`src/rtl/hazard_unit.sv`:
```
// rtl/hazard_unit.sv - pipeline latch/PC control, halt sequencing and data-memory timeout watchdog
// Optional feature macro: HAZARD_PERF_EN (adds stall_cycles / flush_events counters)
module hazard_unit #(
    parameter int unsigned MEM_TIMEOUT = 1023
) (
    input  logic       CLK,
    input  logic       nRST,
    input  logic       ihit,
    input  logic       dhit,
    input  logic       dmemREN_M,
    input  logic       dmemWEN_M,
    input  logic       halt_M,
    input  logic       redirect_EX,
    input  logic [4:0] rs_ID,
    input  logic [4:0] rt_ID,
    input  logic       uses_rt_ID,
    input  logic       memtoReg_EX,
    input  logic [4:0] wdest_EX,
    output logic       pc_en,
    output logic       ifid_enable,
    output logic       ifid_flush,
    output logic       idex_enable,
    output logic       idex_flush,
    output logic       exmem_enable,
    output logic       exmem_flush,
    output logic       memwb_enable,
    output logic       memwb_flush,
    output logic       halted,
    output logic       mem_timeout
`ifdef HAZARD_PERF_EN
    ,
    output logic [31:0] stall_cycles,
    output logic [31:0] flush_events
`endif
);

    typedef enum logic [1:0] {RUN, MEMWAIT, DRAIN, HALTED} state_t;

    localparam logic [15:0] TIMEOUT = 16'(MEM_TIMEOUT);

    state_t      state, state_next;
    logic [15:0] wait_cnt;
    logic        mem_stall, lu_hazard;
    logic        pc_raw;
    logic [3:0]  en_raw, fl_raw;  // [3]=ifid [2]=idex [1]=exmem [0]=memwb
    logic        stall_evt, flush_evt;

    assign mem_stall = (dmemREN_M | dmemWEN_M) & ~dhit;
    assign lu_hazard = memtoReg_EX & (wdest_EX != 5'd0) &
                       ((wdest_EX == rs_ID) | (uses_rt_ID & (wdest_EX == rt_ID)));

    always_comb begin
        state_next = state;
        pc_raw     = 1'b0;
        en_raw     = 4'b0000;
        fl_raw     = 4'b0000;
        stall_evt  = 1'b0;
        flush_evt  = 1'b0;
        case (state)
            RUN, MEMWAIT: begin
                if (halt_M && !mem_stall) begin
                    en_raw     = 4'b0001;
                    fl_raw     = 4'b0010;
                    state_next = DRAIN;
                end else if (mem_stall) begin
                    stall_evt  = 1'b1;
                    state_next = MEMWAIT;
                end else begin
                    state_next = RUN;
                    if (redirect_EX) begin
                        pc_raw    = 1'b1;
                        fl_raw    = 4'b1100;
                        en_raw    = 4'b0011;
                        flush_evt = 1'b1;
                    end else if (lu_hazard) begin
                        fl_raw    = 4'b0100;
                        en_raw    = 4'b0011;
                        stall_evt = 1'b1;
                    end else if (!ihit) begin
                        fl_raw    = 4'b1000;
                        en_raw    = 4'b0111;
                        stall_evt = 1'b1;
                    end else begin
                        pc_raw = 1'b1;
                        en_raw = 4'b1111;
                    end
                end
            end
            DRAIN: begin
                fl_raw     = 4'b0001;
                state_next = HALTED;
            end
            default: state_next = HALTED;
        endcase
    end

    // Flush wins over enable; reset forces every control low.
    assign pc_en        = nRST & pc_raw;
    assign ifid_enable  = nRST & en_raw[3] & ~fl_raw[3];
    assign idex_enable  = nRST & en_raw[2] & ~fl_raw[2];
    assign exmem_enable = nRST & en_raw[1] & ~fl_raw[1];
    assign memwb_enable = nRST & en_raw[0] & ~fl_raw[0];
    assign ifid_flush   = nRST & fl_raw[3];
    assign idex_flush   = nRST & fl_raw[2];
    assign exmem_flush  = nRST & fl_raw[1];
    assign memwb_flush  = nRST & fl_raw[0];

    always_ff @(posedge CLK or negedge nRST) begin
        if (!nRST) begin
            state       <= RUN;
            wait_cnt    <= 16'd0;
            halted      <= 1'b0;
            mem_timeout <= 1'b0;
        end else begin
            state <= state_next;
            if (!mem_stall)
                wait_cnt <= 16'd0;
            else if (wait_cnt != TIMEOUT)
                wait_cnt <= wait_cnt + 16'd1;
            if (wait_cnt == TIMEOUT)
                mem_timeout <= 1'b1;
            if (state == DRAIN)
                halted <= 1'b1;
        end
    end

`ifdef HAZARD_PERF_EN
    always_ff @(posedge CLK or negedge nRST) begin
        if (!nRST) begin
            stall_cycles <= 32'd0;
            flush_events <= 32'd0;
        end else begin
            if (stall_evt && stall_cycles != 32'hFFFF_FFFF)
                stall_cycles <= stall_cycles + 32'd1;
            if (flush_evt && flush_events != 32'hFFFF_FFFF)
                flush_events <= flush_events + 32'd1;
        end
    end
`else
    logic unused_evt;
    assign unused_evt = stall_evt ^ flush_evt;
`endif

endmodule
```
`config.mk`:
```
export PLATFORM = sky130hd
export DESIGN_NAME = hazard_unit
export DESIGN_NICKNAME = d
export VERILOG_FILES = /design/src/rtl/hazard_unit.sv
export SDC_FILE = /design/constraint.sdc
export NUM_CORES = 1
export LEC_CHECK = 0
export ABC_AREA = 1
export CAP_MARGIN = 20
export CELL_PAD_IN_SITES_DETAIL_PLACEMENT = 0
export CELL_PAD_IN_SITES_GLOBAL_PLACEMENT = 1
export CORE_UTILIZATION = 34
export CTS_CLUSTER_SIZE = 16
export DETAILED_ROUTE_END_ITERATION = 16
export PLACE_DENSITY_LB_ADDON = 0.1
export SLEW_MARGIN = 20
export SYNTH_ARGS = -nofsm -noshare
export SYNTH_HDL_FRONTEND = slang
export SYNTH_SLANG_ARGS = --single-unit
```
`constraint.sdc`:
```
create_clock -name CLK -period 1.4 [get_ports CLK]
set_input_delay 0.21 -clock CLK [delete_from_list [all_inputs] [get_ports CLK]]
set_output_delay 0.21 -clock CLK [all_outputs]
set_load 0.02 [all_outputs]
```
==> results.tsv, run 1 <==
metric	value	unit
Final Cell Area	2010	sq um
Detail Route Antenna Nets	0	
final hold slack	78.4	ps
TritonCTS clock tree	done	
Slew Viols, Final	0	
Critical R2R Capture	mem_timeout$_DFFE_PN0N_	
vias per cell	4.50	
Post-Synth Adder-Cell Area	0.00920	
dpl hpwl	2410	um
total gr overflow	0	
Worst Path Required	1190	ps
fraction of registers with async set/reset	1.00	
Hold Fails Final Rpt	0	
layout cell share with drive strength beyond 1	0.355	
final wirelength	3120	um
met3 Use GR	0.0156	
R2R setup slack	30	ps
vias in the first global route	1289	
worst setup path startpoint	state[1]$_DFF_PN0_	
Worst setup SP type	flip-flop	
Int Pwr	0.927	mW
Static Leak	1.08	nW
CP peak stage delay	390	ps
grt met2 use	0.303	
critical-path cell list	inv_2 > nand3_4 > nor2_4 > nand3_2 > nor2_2 > buf_6	
crit-path max FO	3	
die area	4260	sq um
Worst Tran Pin Value	248	ps
IO Count	36	
antenna violations before repair	0	
f_max	666	MHz
Placed Instance Area	1840	sq um
setup ws final	-102	ps
Die Ht	65.2	um
Starting Density	0.363	
H-tree levels	1	
Post-Synth Simple-Gate Area	0.413	
Post-synth EDFFs	0	
min Tclk post-route	1500	ps
Avg Inst Size Synth	7.12	sq um
drt pass-1 iters	4	
Synth Instances	191	
Nets	269	
core area	3740	sq um
drc violations	0	
slowest cell on the critical path	dfrtp_1	
Logic pwr share	0.164	
Switch Pwr	0.297	mW
crit path capture type	primary output	
synth warn	0	
GR peak layer	met2	
gr usage total	0.160	
unrepaired setup endpoints after global routing	true	
clock latency on the worst-skew pair	250	ps
Flop pwr share	0.480	
Most used DFF post-synth	dfrtp_1	
largest family of logic cells by synthesized area	simple AND/OR/NAND/NOR gates	
critical path arrival	1290	ps
n_diodes	0	
Layout fillers	363	
clock tree sinks	20	
CP top delay family	simple AND/OR/NAND/NOR gates	
r2r startpoint	wait_cnt[1]$_DFFE_PN0P_	
Port Buffers	35	
post-synthesis register bit count	20	
clock root buffer master	clkbuf_8	
clk buf depth	2	
Net Sw Frac	0.242	
GPL Wtd Cong	0.809	
Die W	65.2	um
R2R cell count	7	
# hold bufs at CTS	0	
CTS Buf Count	3	
Clock Skews	1.55	ps
crit share post-route	1.07	
# setup viols final	6	
largest net degree at the start of global routing	20	
CP Capture Point	ifid_enable	
Power Dens Cells	609	nW/um^2
setup_tns	-383	ps
Mapped Area	1360	sq um
Max Cap Violations	0	
HP Class	in2async	
std cell rows	22	
Area Overhead vs Synth	47.7	%
Setup CP Type	reg2out	
global-route wire length before repair	5350	um
status	complete, but fails checks	
number of cells on the critical path	6	
Synth Area in Compound Gates	0.0856	
Seq/Total Area, Yosys	0.368	
clock power share	0.356	
worst path bufs/invs	2	
number of DRC markers in iteration 0	46	
Yosys cell types	28	
Slew HR	0.835	
post-synth net total	217	
post-synthesis mux area share	0	
Design Power	1.22	mW
violated checks	setup timing	
GR Layer Usage met1	0.185	
Wirelength per Cell	10.8	um
Clk pin slew, worst setup/hold paths	70	ps
worst vdd ir	0.331	mV
Via Count	1306	
Post-Synth XOR/XNOR Area	0.0258	
cell usage after synthesis, types with 2 or more instances:
master	count	share of area
nand2_2	6	0.028
or2_2	4	0.018
nor3_2	5	0.037
inv_1	28	0.077
o21ai_0	3	0.011
o21a_1	2	0.011
nor2_1	22	0.061
a21oi_1	8	0.029
dfrtp_1	20	0.37
o21ai_1	3	0.011
nand2_1	48	0.13
nor2_4	2	0.017
nand3_2	2	0.015
nor2_2	2	0.0092
inv_2	5	0.014
nand4_1	3	0.014
o21ai_2	2	0.013
nand2_4	2	0.017
xor2_1	3	0.019
nand3_1	10	0.037
nor3_1	4	0.015
worst min path at each step:
stage               cells past startpoint                    start  slack [ps]                      end
finish                                  2                     nRST          80       state[1]$_DFF_PN0_
global route                            2                     nRST          80       state[1]$_DFF_PN0_
CTS                                     2                     nRST          70       state[1]$_DFF_PN0_
detailed placement                      1  mem_timeout$_DFFE_PN0N_         450  mem_timeout$_DFFE_PN0N_
global placement                        1  mem_timeout$_DFFE_PN0N_         450  mem_timeout$_DFFE_PN0N_
floorplan                               0                     nRST         -90       halted$_DFFE_PN0N_
layout by cell type, fill, tap and decap left out, types with 5 or more instances in the layout:
master and instances:
nand2_1 44, inv_1 22, dfrtp_1 20, nor2_1 16, dlygate4sd2_1 12, buf_4 12
inv_2 11, nand3_1 8, nand2_2 8, buf_6 8, nor2_2 6, clkdlybuf4s15_1 6
a21oi_1 5
per-stage QoR:
| step | utilization | setup WS, ps | instances |
|---|---|---|---|
| 6_report | 0.537 | -102 | 290 |
| 5_1_grt | 0.537 | -154 | 290 |
| 4_1_cts | 0.512 | -107 | 287 |
| 3_5_place_dp | 0.490 | -871 | 282 |
| 3_3_place_gp | 0.490 | -855 | 282 |
| 2_1_floorplan | - | -95.9 | 191 |
metal layers:
layer	routed length, um	vias up
met5	0	-
met4	31	0
met3	75	2
met2	1660	26
met1	1350	585
li1	-	693
sequential cells by signal, indices dropped and copies added (netlist names):
name         flops
mem_timeout      1
state            2
halted           1
wait_cnt        16
logic make-up after synthesis:
logic type,count (synthesis)
AO/OA/AOI/OAI,20
XOR/XNOR,4
adder cells (fa/ha/maj),1
buffers and inverters,35
flip-flops,20
AND/OR/NAND/NOR,111
worst reg2reg max path, cell delays in order (launching register included):
cell     delay, ps
dfrtp_1        380
buf_4          140
ha_4           160
nand3_1         90
inv_2           70
nand2_4         90
nor2_8          50
or2_2          270
layout make-up:
| cell class | count | area, sq um | area share |
|---|---|---|---|
| Sequential cell | 20 | 500 | 0.249 |
| Tap cell | 48 | 60.1 | 0.0299 |
| Inverter | 34 | 129 | 0.0641 |
| Timing Repair Buffer | 48 | 424 | 0.211 |
| Clock buffer | 4 | 55.1 | 0.0274 |
| Multi-Input combinational cell | 136 | 841 | 0.418 |
power groups by stage:
stage	Sequential [mW]	Combinational (mW)	Clock [mW]
after floorplan	0.599	0.0720	0
after global placement	0.597	0.191	0
after detailed placement	0.597	0.196	0
after CTS	0.586	0.187	0.450
after global routing	0.588	0.223	0.467
final	0.587	0.200	0.436
what timing repair did:
action	CTS	global route
buffers inserted	1	3
resized for setup	91	33
endpoints found under the setup margin	11	16
pin swaps	20	22
cloned	0	0
No activity file was read; power rests on OpenSTA's default activity.
==> inputs of run 2 (changes only) <==
Settings changed: CORE_UTILIZATION 34 to 30, PLACE_DENSITY from default to 0.74, PLACE_DENSITY_LB_ADDON 0.1 to default.
Clock period 1.4 ns to 1.2 ns, I/O delays scaled along.
==> results.tsv, run 2 (synthesis gave the netlist of run 1 again) <==
metric	value	unit	change
status	complete, but fails checks		
violated checks	setup timing		
drc violations	0		unchanged
Finished Layout Cells	325		+12%
Slew Viols, Final	0		unchanged
Largest regs	wait_cnt (16), state (2)		
drt pass-1 iters	4		unchanged
multi-input logic area	1040	sq um	+24%
crit path capture type	primary output		
Final Core Density	0.570		+0.0333
clock tree sinks	20		unchanged
Design Power	1.48	mW	+21%
clock latency on the worst-skew pair	260	ps	about the same
Nets	300		+12%
critical path arrival	1310	ps	+20 ps
Placed Instance Area	2110	sq um	+15%
Clock Skews	2.29	ps	+0.741 ps
clk buf depth	2		unchanged
global-route wire length before repair	6060	um	+13%
CP top delay family	flip-flops		
r2r startpoint	wait_cnt[1]$_DFFE_PN0P_		
Starting Density	0.312		-0.0509
clock root buffer master	clkbuf_8		
worst path bufs/invs	3		+1
Critical R2R Capture	wait_cnt[15]$_DFFE_PN0P_		
dpl hpwl	2630	um	+8.9%
vias per cell	4.44		-1.5%
Register Area	505	sq um	+1.0%
Slew HR	0.829		-0.00531
antenna violations before repair	0		unchanged
slowest cell on the critical path	dfrtp_1		
Static Leak	1.25	nW	+16%
std cell rows	24		+9.1%
Layout fillers	377		+3.9%
H-tree levels	1		unchanged
Detail Route Antenna Nets	0		unchanged
worst vdd ir	0.581	mV	+76%
total gr overflow	0		unchanged
vias in the first global route	1400		+8.6%
Area Overhead vs Synth	82.5	%	
n_diodes	0		unchanged
f_max	671	MHz	
layout cell share with drive strength beyond 1	0.535		+0.179
Clk pin slew, worst setup/hold paths	80	ps	about the same
commonest non-fill, non-tap cell in the layout	nand2_1		
placed cell count	308		+9.2%
die area	4810	sq um	+13%
Worst setup SP type	flip-flop		
Port Buffers	35		unchanged
final wirelength	3710	um	+19%
HP Class	in2async		
GPL Wtd Cong	0.745		-7.9%
Wirelength per Cell	11.4	um	+6.0%
crit-path max FO	3		unchanged
Power Dens Cells	597	nW/um^2	-2.0%
crit share post-route	1.24		
Die Ht	69.3	um	+6.3%
Worst Tran Pin Value	256	ps	+7.97 ps
min Tclk post-route	1490	ps	
number of DRC markers in iteration 0	20		-57%
R2R cell count	8		+1
Die W	69.3	um	+6.3%
Worst Path Required	1020	ps	-170 ps
Setup CP Type	reg2out		
Max Cap Violations	0		unchanged
most frequent cells in the layout	nand2_1 (38), buf_4 (36), inv_1 (20), nor2_1 (17), buf_6 (17)		
Via Count	1442		+10%
R2R setup slack	-140	ps	-170 ps
# setup viols final	24		+18
core area	4350	sq um	+16%
IO Count	36		unchanged
gr usage total	0.152		-0.00736
critical-path cell list	inv_2 > nand3_4 > nor2_4 > inv_4 > a21oi_4 > buf_6		
unrepaired setup endpoints after global routing	true		
Largest Register	wait_cnt		
TritonCTS clock tree	done		
# hold bufs at CTS	0		unchanged
CP peak stage delay	390	ps	about the same
Final Cell Area	2480	sq um	+24%
Hold Fails Final Rpt	0		unchanged
largest net degree at the start of global routing	15		-25%
setup ws final	-291	ps	-189 ps
max reg flops	16		unchanged
CTS Buf Count	3		unchanged
## run 2: cell count changes in the layout (fill, tap and decap cells not counted), sizes merged
cell / delta
dlymetal6s2s: -1
dlygate4sd2: +3
clkbuf: +2
buf: +32
clkdlybuf4s15: -5
## run 2: worst max-delay path by stage
stage                        from           to  slack (ps)  depth (start not counted)
6_report       state[1]$_DFF_PN0_        pc_en        -290                          6
5_1_grt        state[1]$_DFF_PN0_   idex_flush        -350                          6
4_1_cts        state[1]$_DFF_PN0_   ifid_flush        -300                          6
3_5_place_dp          wdest_EX[3]   ifid_flush       -1080                          9
3_3_place_gp          wdest_EX[3]   idex_flush       -1070                         10
2_1_floorplan           dmemWEN_M  ifid_enable         -50                          7
## run 2: layer usage
| metal | wire, um | share of wire | track usage |
|---|---|---|---|
| met1 | 1720 | 0.46 | 0.212 |
| met5 | 0 | 0 | 0 |
| met2 | 1880 | 0.51 | 0.254 |
| met4 | 19 | 0.0051 | 0.0340 |
| met3 | 89 | 0.024 | 0.0174 |
## run 2: area by class of cell
class                           count  area share
Tap cell                           52      0.0262
Timing Repair Buffer               79       0.272
Inverter                           34      0.0554
Sequential cell                    20       0.204
Multi-Input combinational cell    136       0.421
Clock buffer                        4      0.0222
## run 2: where the power goes
part / total, mW / switching [mW] / internal, mW
registers: 0.689 / 0.00907 / 0.680
clock network: 0.528 / 0.236 / 0.292
logic: 0.265 / 0.142 / 0.122
total: 1.48 / 0.387 / 1.09
## run 2: repair_timing
action	4_1_cts	5_1_grt
gates resized for setup	118	44
pin swaps	29	18
setup endpoints to repair	27	26
cloned	0	0
buffers inserted	5	9
## run 2: stage by stage
| stage | setup TNS [ps] | hold WS (ps) | worst slack (ps) |
|---|---|---|---|
| detailed placement | -10780 | 465 | -1080 |
| global placement | -10710 | 456 | -1070 |
| global route | -5100 | 30.0 | -354 |
| floorplan | -204 | -116 | -50.2 |
| CTS | -3850 | 32.4 | -301 |
| finish | -3400 | 20.4 | -291 |
